<file path="src/rtl/mem_arb_pkg.sv">
// Shared types for the memory port arbiter: FSM state and transaction owner.
// Ports: none (package only). Imported by mem_port_arbiter and arb_starve_ctr.
package mem_arb_pkg;

  typedef enum logic [1:0] {
    IDLE     = 2'd0,
    ISSUE    = 2'd1,
    WAIT_RSP = 2'd2
  } arb_state_t;

  typedef enum logic [1:0] {
    NONE   = 2'd0,
    OWN_IF = 2'd1,
    OWN_LS = 2'd2
  } arb_owner_t;

  // Width of the optional performance counters.
  localparam int unsigned PERF_CNT_W = 32;

endpackage

</file>
<file path="src/rtl/arb_starve_ctr.sv">
// Saturating count of arbitrations the IF requester has lost in a row.
// Ports:
//   clk, rst  - clock, asynchronous active-high reset
//   inc_i     - IF lost an arbitration this cycle
//   clr_i     - IF was granted this cycle (takes precedence over inc_i)
//   sat_o     - registered flag, count has reached MAX_WAIT
module arb_starve_ctr
  import mem_arb_pkg::*;
#(
  parameter int unsigned MAX_WAIT = 4
) (
  input  logic clk,
  input  logic rst,
  input  logic inc_i,
  input  logic clr_i,
  output logic sat_o
);

  localparam int unsigned CNT_W = $clog2(MAX_WAIT + 1);

  logic [CNT_W-1:0] cnt_q, cnt_d;
  logic             sat_q;

  // Next count: clear wins, increment stops at MAX_WAIT.
  always_comb begin
    cnt_d = cnt_q;
    if (clr_i) begin
      cnt_d = '0;
    end else if (inc_i && (cnt_q != CNT_W'(MAX_WAIT))) begin
      cnt_d = cnt_q + CNT_W'(1);
    end
  end

  // Saturation flag is computed from the next count so it tracks cnt_q exactly.
  always_ff @(posedge clk or posedge rst) begin
    if (rst) begin
      cnt_q <= '0;
      sat_q <= 1'b0;
    end else begin
      cnt_q <= cnt_d;
      sat_q <= (cnt_d == CNT_W'(MAX_WAIT));
    end
  end

  assign sat_o = sat_q;

endmodule

</file>
<file path="src/rtl/mem_port_arbiter.sv">
// Shares one memory port between instruction fetch (IF) and load/store (LS).
// One outstanding transaction; LS has priority unless IF has lost MAX_WAIT
// arbitrations in a row. Responses are routed back to the owning requester.
// Ports:
//   clk, rst                     - clock, asynchronous active-high reset
//   if_req_* / if_rsp_*          - IF read request / response
//   ls_req_*, ls_* / ls_rsp_*    - LS read/write request / response
//   mem_req_*, mem_* / mem_rsp_* - memory request (latched fields) / response
//   busy                         - transaction in flight
//   protocol_err                 - sticky, unexpected memory response seen
// Optional: define ARB_PERF_CNT_EN to add if_grant_cnt, ls_grant_cnt and
// stall_cnt (cycles in ISSUE waiting for mem_req_ready).
module mem_port_arbiter
  import mem_arb_pkg::*;
#(
  parameter int unsigned ADDR_W   = 32,
  parameter int unsigned DATA_W   = 32,
  parameter int unsigned MAX_WAIT = 4
) (
  input  logic                clk,
  input  logic                rst,
  input  logic                if_req_valid,
  output logic                if_req_ready,
  input  logic [ADDR_W-1:0]   if_addr,
  output logic                if_rsp_valid,
  output logic [DATA_W-1:0]   if_rsp_data,
  input  logic                ls_req_valid,
  output logic                ls_req_ready,
  input  logic                ls_we,
  input  logic [ADDR_W-1:0]   ls_addr,
  input  logic [DATA_W-1:0]   ls_wdata,
  input  logic [DATA_W/8-1:0] ls_wstrb,
  output logic                ls_rsp_valid,
  output logic [DATA_W-1:0]   ls_rsp_data,
  output logic                mem_req_valid,
  input  logic                mem_req_ready,
  output logic                mem_we,
  output logic [ADDR_W-1:0]   mem_addr,
  output logic [DATA_W-1:0]   mem_wdata,
  output logic [DATA_W/8-1:0] mem_wstrb,
  input  logic                mem_rsp_valid,
  input  logic [DATA_W-1:0]   mem_rsp_data,
`ifdef ARB_PERF_CNT_EN
  output logic [31:0]         if_grant_cnt,
  output logic [31:0]         ls_grant_cnt,
  output logic [31:0]         stall_cnt,
`endif
  output logic                busy,
  output logic                protocol_err
);

  localparam int unsigned STRB_W = DATA_W / 8;

  arb_state_t        state_q;
  arb_owner_t        owner_q;
  logic              mem_req_valid_q;
  logic              mem_we_q;
  logic [ADDR_W-1:0] mem_addr_q;
  logic [DATA_W-1:0] mem_wdata_q;
  logic [STRB_W-1:0] mem_wstrb_q;
  logic              busy_q;
  logic              protocol_err_q;
  logic              if_rsp_valid_q;
  logic [DATA_W-1:0] if_rsp_data_q;
  logic              ls_rsp_valid_q;
  logic [DATA_W-1:0] ls_rsp_data_q;

  logic grant_if;
  logic grant_ls;
  logic starve_sat;
  logic deliver;
  logic rsp_err;

  // Arbitration in IDLE: a starved IF beats LS, otherwise LS beats IF.
  always_comb begin
    grant_if = 1'b0;
    grant_ls = 1'b0;
    if (state_q == IDLE) begin
      if (if_req_valid && starve_sat) begin
        grant_if = 1'b1;
      end else if (ls_req_valid) begin
        grant_ls = 1'b1;
      end else if (if_req_valid) begin
        grant_if = 1'b1;
      end
    end
  end

  // A response is accepted only once the request has been taken by memory.
  assign deliver = mem_rsp_valid &&
                   (((state_q == ISSUE) && mem_req_ready) || (state_q == WAIT_RSP));
  assign rsp_err = mem_rsp_valid &&
                   ((state_q == IDLE) || ((state_q == ISSUE) && !mem_req_ready));

  arb_starve_ctr #(
    .MAX_WAIT (MAX_WAIT)
  ) u_starve (
    .clk   (clk),
    .rst   (rst),
    .inc_i (grant_ls && if_req_valid),
    .clr_i (grant_if),
    .sat_o (starve_sat)
  );

  // Transaction FSM with registered request fields and response delivery.
  always_ff @(posedge clk or posedge rst) begin
    if (rst) begin
      state_q         <= IDLE;
      owner_q         <= NONE;
      mem_req_valid_q <= 1'b0;
      mem_we_q        <= 1'b0;
      mem_addr_q      <= '0;
      mem_wdata_q     <= '0;
      mem_wstrb_q     <= '0;
      busy_q          <= 1'b0;
      protocol_err_q  <= 1'b0;
      if_rsp_valid_q  <= 1'b0;
      if_rsp_data_q   <= '0;
      ls_rsp_valid_q  <= 1'b0;
      ls_rsp_data_q   <= '0;
    end else begin
      if_rsp_valid_q <= 1'b0;
      ls_rsp_valid_q <= 1'b0;

      if (rsp_err) begin
        protocol_err_q <= 1'b1;
      end

      if (deliver) begin
        if (owner_q == OWN_IF) begin
          if_rsp_valid_q <= 1'b1;
          if_rsp_data_q  <= mem_rsp_data;
        end else if (owner_q == OWN_LS) begin
          ls_rsp_valid_q <= 1'b1;
          // Writes are acknowledged with zero data.
          ls_rsp_data_q  <= mem_we_q ? '0 : mem_rsp_data;
        end
      end

      case (state_q)
        IDLE: begin
          if (grant_ls) begin
            mem_we_q    <= ls_we;
            mem_addr_q  <= ls_addr;
            mem_wdata_q <= ls_wdata;
            mem_wstrb_q <= ls_wstrb;
            owner_q     <= OWN_LS;
          end else if (grant_if) begin
            mem_we_q    <= 1'b0;
            mem_addr_q  <= if_addr;
            mem_wdata_q <= '0;
            mem_wstrb_q <= '0;
            owner_q     <= OWN_IF;
          end
          if (grant_ls || grant_if) begin
            state_q         <= ISSUE;
            mem_req_valid_q <= 1'b1;
            busy_q          <= 1'b1;
          end
        end
        ISSUE: begin
          if (mem_req_ready) begin
            mem_req_valid_q <= 1'b0;
            if (mem_rsp_valid) begin
              state_q <= IDLE;
              owner_q <= NONE;
              busy_q  <= 1'b0;
            end else begin
              state_q <= WAIT_RSP;
            end
          end
        end
        WAIT_RSP: begin
          if (mem_rsp_valid) begin
            state_q <= IDLE;
            owner_q <= NONE;
            busy_q  <= 1'b0;
          end
        end
        default: begin
          state_q         <= IDLE;
          owner_q         <= NONE;
          mem_req_valid_q <= 1'b0;
          busy_q          <= 1'b0;
        end
      endcase
    end
  end

`ifdef ARB_PERF_CNT_EN
  logic [PERF_CNT_W-1:0] if_grant_cnt_q;
  logic [PERF_CNT_W-1:0] ls_grant_cnt_q;
  logic [PERF_CNT_W-1:0] stall_cnt_q;

  // Free-running wrapping event counters.
  always_ff @(posedge clk or posedge rst) begin
    if (rst) begin
      if_grant_cnt_q <= '0;
      ls_grant_cnt_q <= '0;
      stall_cnt_q    <= '0;
    end else begin
      if (grant_if) begin
        if_grant_cnt_q <= if_grant_cnt_q + PERF_CNT_W'(1);
      end
      if (grant_ls) begin
        ls_grant_cnt_q <= ls_grant_cnt_q + PERF_CNT_W'(1);
      end
      if ((state_q == ISSUE) && !mem_req_ready) begin
        stall_cnt_q <= stall_cnt_q + PERF_CNT_W'(1);
      end
    end
  end

  assign if_grant_cnt = if_grant_cnt_q;
  assign ls_grant_cnt = ls_grant_cnt_q;
  assign stall_cnt    = stall_cnt_q;
`endif

  assign if_req_ready  = grant_if;
  assign ls_req_ready  = grant_ls;
  assign if_rsp_valid  = if_rsp_valid_q;
  assign if_rsp_data   = if_rsp_data_q;
  assign ls_rsp_valid  = ls_rsp_valid_q;
  assign ls_rsp_data   = ls_rsp_data_q;
  assign mem_req_valid = mem_req_valid_q;
  assign mem_we        = mem_we_q;
  assign mem_addr      = mem_addr_q;
  assign mem_wdata     = mem_wdata_q;
  assign mem_wstrb     = mem_wstrb_q;
  assign busy          = busy_q;
  assign protocol_err  = protocol_err_q;

endmodule

</file>
<file path="config.mk">
export PLATFORM = sky130hd
export DESIGN_NAME = mem_port_arbiter
export DESIGN_NICKNAME = d
export VERILOG_FILES = /design/src/rtl/mem_arb_pkg.sv /design/src/rtl/arb_starve_ctr.sv /design/src/rtl/mem_port_arbiter.sv
export SDC_FILE = /design/constraint.sdc
export NUM_CORES = 1
export LEC_CHECK = 0
export BUFFER_PORTS_ARGS = -buffer_cell sky130_fd_sc_hd__buf_2
export CAP_MARGIN = 20
export CORE_UTILIZATION = 45
export DETAILED_ROUTE_END_ITERATION = 8
export PLACE_DENSITY = 0.82
export SLEW_MARGIN = 20
export SYNTH_ARGS = -nofsm -noshare
export SYNTH_HDL_FRONTEND = slang
export SYNTH_SLANG_ARGS = --single-unit
</file>
<file path="constraint.sdc">
create_clock -name clk -period 14.5 [get_ports clk]
set_input_delay 2.9 -clock clk [delete_from_list [all_inputs] [get_ports clk]]
set_output_delay 2.9 -clock clk [all_outputs]
set_load 0.01 [all_outputs]
</file>
After elaboration in Yosys (flattened, before gate mapping) --
Cells that the tools add are included.
Cells by class: mux-type cells 39, eq/ne operators 10, $add $sub $neg 1, bitwise logic cells 2, reductions and logical operators 20
Operator list (number):
- $mux W32 | 5
- $mux W1 | 18
- $mux W2 | 8
- $pmux W2 S3 | 2
- $reduce_and A3 Y1 | 3
- $mux W4 | 2
- $reduce_and A2 Y1 | 4
- $logic_and A1 B1 Y1 | 7
- $mux W3 | 2
- $ne A3 B3 Y1 const B | 2
- $pmux W1 S3 | 2
- $eq A2 B1 Y1 const B | 2
- $eq A2 B2 Y1 const B | 2
- $ne A2 B2 Y1 const B | 2
- $add A3 B1 Y3 const B | 1
- $eq A3 B3 Y1 const B | 1
- $logic_or A1 B1 Y1 | 3
- $logic_not A2 Y1 | 1
- $ne A2 B1 Y1 const B | 1
- $not A1 Y1 | 2
- $reduce_bool A2 Y1 | 1
- $logic_not A1 Y1 | 1
Storage, ports and cells: input bits 139, output and inout bits 140, register bits 146, word-level logic and storage cells 87

Logic depth before layout (Yosys ltp) --
depth in word-level cells 8, gate-level depth with buffers 8

Hierarchy --
A second synthesis with hierarchy kept.
Unflattened totals: cells, all modules 422, area, all modules 5960.7 um^2
Modules (own cells, without submodules):
- mem_port_arbiter | area an instance 5736.8 um^2, instances 1, cells each 402, sequential area each 3553.4 um^2
- arb_starve_ctr | area an instance 224.0 um^2, instances 1, cells each 20, sequential area each 100.1 um^2

Worst setup path before layout --
OpenSTA, ideal clock, no wires.
kind input to output, start point input port if_req_valid, end point output port if_req_ready, required time 11.600 ns, arrival 3.575 ns, setup slack 8.025 ns, stages on the path 4, buffers on the path 2, path through buf_4 -> nand2_1 -> buf_2 -> nor2_1
Between the ends: cells in the longest elaborated chain, start to end 4, elaborated cells on any way between the ends 5
Ends and longest elaborated chain:
- start: declaration | line mem_port_arbiter.sv:22 | input logic if_req_valid,
- $mux W1 | line mem_port_arbiter.sv:83 | end else if (if_req_valid) begin
- $mux W1 | line mem_port_arbiter.sv:81 | end else if (ls_req_valid) begin
- $mux W1 * | line mem_port_arbiter.sv:79 | if (if_req_valid && starve_sat) begin
- $mux W1 * | line mem_port_arbiter.sv:78 | if (state_q == IDLE) begin
- end: declaration | line mem_port_arbiter.sv:23 | output logic if_req_ready,
Mark *: on every way between the ends. The rest lies on a longest branch, timed or not.

Worst setup path after layout --
start point input port if_req_valid, end point output port ls_req_ready
Between the ends: cells in the longest elaborated chain, start to end 3
Ends and longest elaborated chain:
- $logic_and A1 B1 Y1 | line mem_port_arbiter.sv:79
- $mux W1 | line mem_port_arbiter.sv:79
- $mux W1 | line mem_port_arbiter.sv:78
- end: declaration | line mem_port_arbiter.sv:28 | output logic ls_req_ready,
No other way between the ends.

==> impl_results.md <==
- Reg2Reg Depth: 4
- Setup Buffers After CTS: 0
- VDD IR max: between 100 and 150 uV
- Worst setup SP type: input pin
- Final min period: 8312 ps
- Unique cell type count in the Yosys netlist: between 40 and 50
- CORE AREA: 14480 um2
- Mean Syn Cell Area: about 13 um2
- Synth Area in XOR/XNOR: 0%
- Die Width: 123.6 um
- Crit path cell chain: buf_2, nand2_1, nand3_2, inv_2, buf_2
- Sequential area share after synthesis: 54.92%
- Die Y: 123.6 um
- Total Neg Setup Slack: 0 ps
- Vias in the first global route: about 5000
- Starting Density: 45.95%
- DP Wirelength: 10940 um
- Count of clock tree sinks: ~150
- Net Count, Synth: 664
- Period utilization: about 57%
- Nets: around 920
- Hold Crit Depth: 1
- Critical path's most frequent cell: buf_2
- Hold Path Class: reg2reg
- Largest family of logic cells by synthesized area: multiplexers
- Fin. max-slew vios: 0
- Via count: 5266
- Pre-CTS WS: 6160 ps
- Via-to-Cell Ratio: 5.401
- Outcome: completed
- Fill cells: between 1000 and 1500
- Num ports: 279
- Register area: 3654 um2
- Reg-to-reg setup timing slack: 11690 ps
- WS Path Type: in2out
- Pwr/cell area: 224.3 nW/um2
- Area contributors post-synth: dfrtp_1 (55%), mux2_4 (13%), a22o_1 (4.9%), nor3b_1 (3.7%), nor2b_1 (3.4%)
- Core Util, Final: 59.93%
- Yosys warns: 0
- Initial antenna violation count: 1
- Worst-Margin Slew: ~1100 ps
- Leak pwr: 4.504 nW
- Top_reg_cell synth: dfrtp_1
- Area occupied by multi-input gates: 2695 um2
- Worst-path maximum fanout: 38
- Synth top area share: 54.92%
- Post-Synth Simple-Gate Area: 12.68%
- Synth area leader: dfrtp_1
- Aggregate global routing overflow: 0
- CTS buffer count: 17
- Endpoints failing hold: 0
- Die area: 15270 um2
- Post-layout worst setup margin: 6188 ps
- Kind of cell adding the most delay to the critical path: simple AND/OR/NAND/NOR gates
- Peak Freq: 0.1203 GHz
- Final setup viols: 0
- Yosys reg bits: 146
- Synth Instances: 520
- WL/cell: 16.73 um
- WP buf/inv: 3
- Launch point of the worst reg-to-reg path: u_starve.sat_o
- Cts repair resizes: 0
- DRT Pass-1 Iters: 5
- Clk_lat worst skew: 420 ps
- HP Start: protocol_err
- PortBufs: around 280
- Clk_skew: 10.85 ps
- Pin count of the biggest net entering global routing: 86
- Complex-gate fraction of the synthesized area: around an eighth
- Layout Cells excl Fill: 975
- WHS Endpoint: protocol_err
- Ys async rst share: 100.0%
- CTS H-tree lvls: 4
- Slowest-stage cell, CP: inv_2
- Worst Path Arrival: 5410 ps
- # DRC: 0
- DRT iter0 DRCs: about 260
- Core Rows: 44
- Routed WL: 16320 um
- First-pass GRT wire length: 24740 um
- CTS tree: done
- FF-to-FF End: mem_wdata[17]
- Post-synth EDFFs: 0
- Dpl cells: about 940
- Post-Synth Adder-Cell Area: 0.9404%
- Unrepaired setup endpoints after global routing: false
- GRT Util Overall: around a fifth
- Slew HR: 24.75%
- Endpoint class of the critical path: output port
- Clk root buf: clkbuf_16
- Max incr delay on CP: 750 ps
- CP Data Required Time: between 10000 and 15000 ps
- P&R area growth vs syn: 30.43%
- Post-cts hold buffer count: 0
- Mapped Area: 6653 um2
- Clock-pin slew on the worst setup and hold paths: 60 ps
- Mux contribution to synthesized area: 14.26%
- Routability cong.: between 0.8 and 0.9
- Fraction of layout cells with a size suffix above 1: about half
- Max-cap violation count: 0
- Clock buffer depth: 2
- ANT nets after route: 0
[layer usage]
metal  GRT usage, %  vias up  share of wire, %
met5              0        -                 0
met4          7.605        0               1.9
met2          34.10      236                50
met3          6.502       31               7.1
met1          26.16     2583                41
li1               -     2416                 -
[registers in the layout, indices dropped and copies added (netlist names)]
signal,count
owner_q,2
mem_req_valid,1
busy,1
state_q,2
u_starve.sat_o,1
protocol_err,1
if_rsp_valid,1
mem_we,1
ls_rsp_data,32
ls_rsp_valid,1
mem_wstrb,4
u_starve.cnt_q,3
if_rsp_data,32
mem_addr,32
mem_wdata,32
[logic make-up (layout without fill, tap and decap cells)]
logic type      Yosys count  in the layout
other cells               0              1
compound gates          121            121
mux                      65             65
buf+inv                  54            324
simple gates            129            129
flops                   146            146
fa+ha+maj                 5              5
[synthesized netlist by cell type (6+ instances only)]
cell and n:
nor2b_1 36, buf_2 17, mux2_2 6, dfrtp_1 146
mux2_4 58, clkbuf_1 15, a31oi_1 32, a22o_1 37
buf_6 10, nor3b_1 33, inv_1 8, nand3_1 32
o21ai_0 36
[final cells by class]
| type | count | share of cell area [%] |
|---|---|---|
| Timing Repair Buffer | 282 | 16.51 |
| Clock buffer | 21 | 5.422 |
| Antenna cell | 1 | 0.02884 |
| Tap cell | 184 | 2.653 |
| Inverter | 10 | 0.4903 |
| Clock inverter | 11 | 1.730 |
| Sequential cell | 146 | 42.11 |
| Multi-Input combinational cell | 320 | 31.06 |
[report_power, final]
part	internal, mW	switching [mW]
sequential	0.604	0.111
combinational	0.383	0.393
clock	0.286	0.170
total	1.27	0.674
[layout by cell type, fill, tap and decap left out, types with 3 or more instances in the layout]
master | netlist | routed
nor3b_1 | 33 | 33
a21oi_1 | 4 | 4
nand2_1 | 5 | 4
nand2b_1 | 3 | 3
a22o_1 | 37 | 37
inv_6 | 0 | 4
nand3_1 | 32 | 32
ha_1 | 5 | 5
nor3_1 | 4 | 4
mux2_2 | 6 | 6
dfrtp_1 | 146 | 146
buf_2 | 17 | 278
bufinv_16 | 0 | 3
inv_1 | 8 | 7
clkbuf_8 | 0 | 3
clkbuf_16 | 0 | 17
mux2_4 | 58 | 58
a31oi_1 | 32 | 32
nor2b_1 | 36 | 36
o21ai_0 | 36 | 36
nor2_1 | 3 | 3
[per-stage QoR]
stage               power (mW)  hold WS, ps  cell area [um2]
global placement         1.474        452.0             8033
CTS                      1.962        466.8             8668
floorplan                1.206        504.1             6653
global route             2.076        475.0             8677
finish                   1.946        459.8             8677
detailed placement       1.495        451.8             8048
[how the worst max path moves through the flow]
stage / slack, ps / end / startpoint / depth (start not counted)
after global placement: 6200 / ls_req_ready / if_req_valid / 5
final: 6190 / ls_req_ready / if_req_valid / 5
after CTS: 6150 / ls_req_ready / if_req_valid / 5
after global routing: 5910 / ls_req_ready / if_req_valid / 5
after floorplan: 7680 / busy / rst / 1
after detailed placement: 6160 / ls_req_ready / if_req_valid / 5
(Power assumes the default switching activity.)
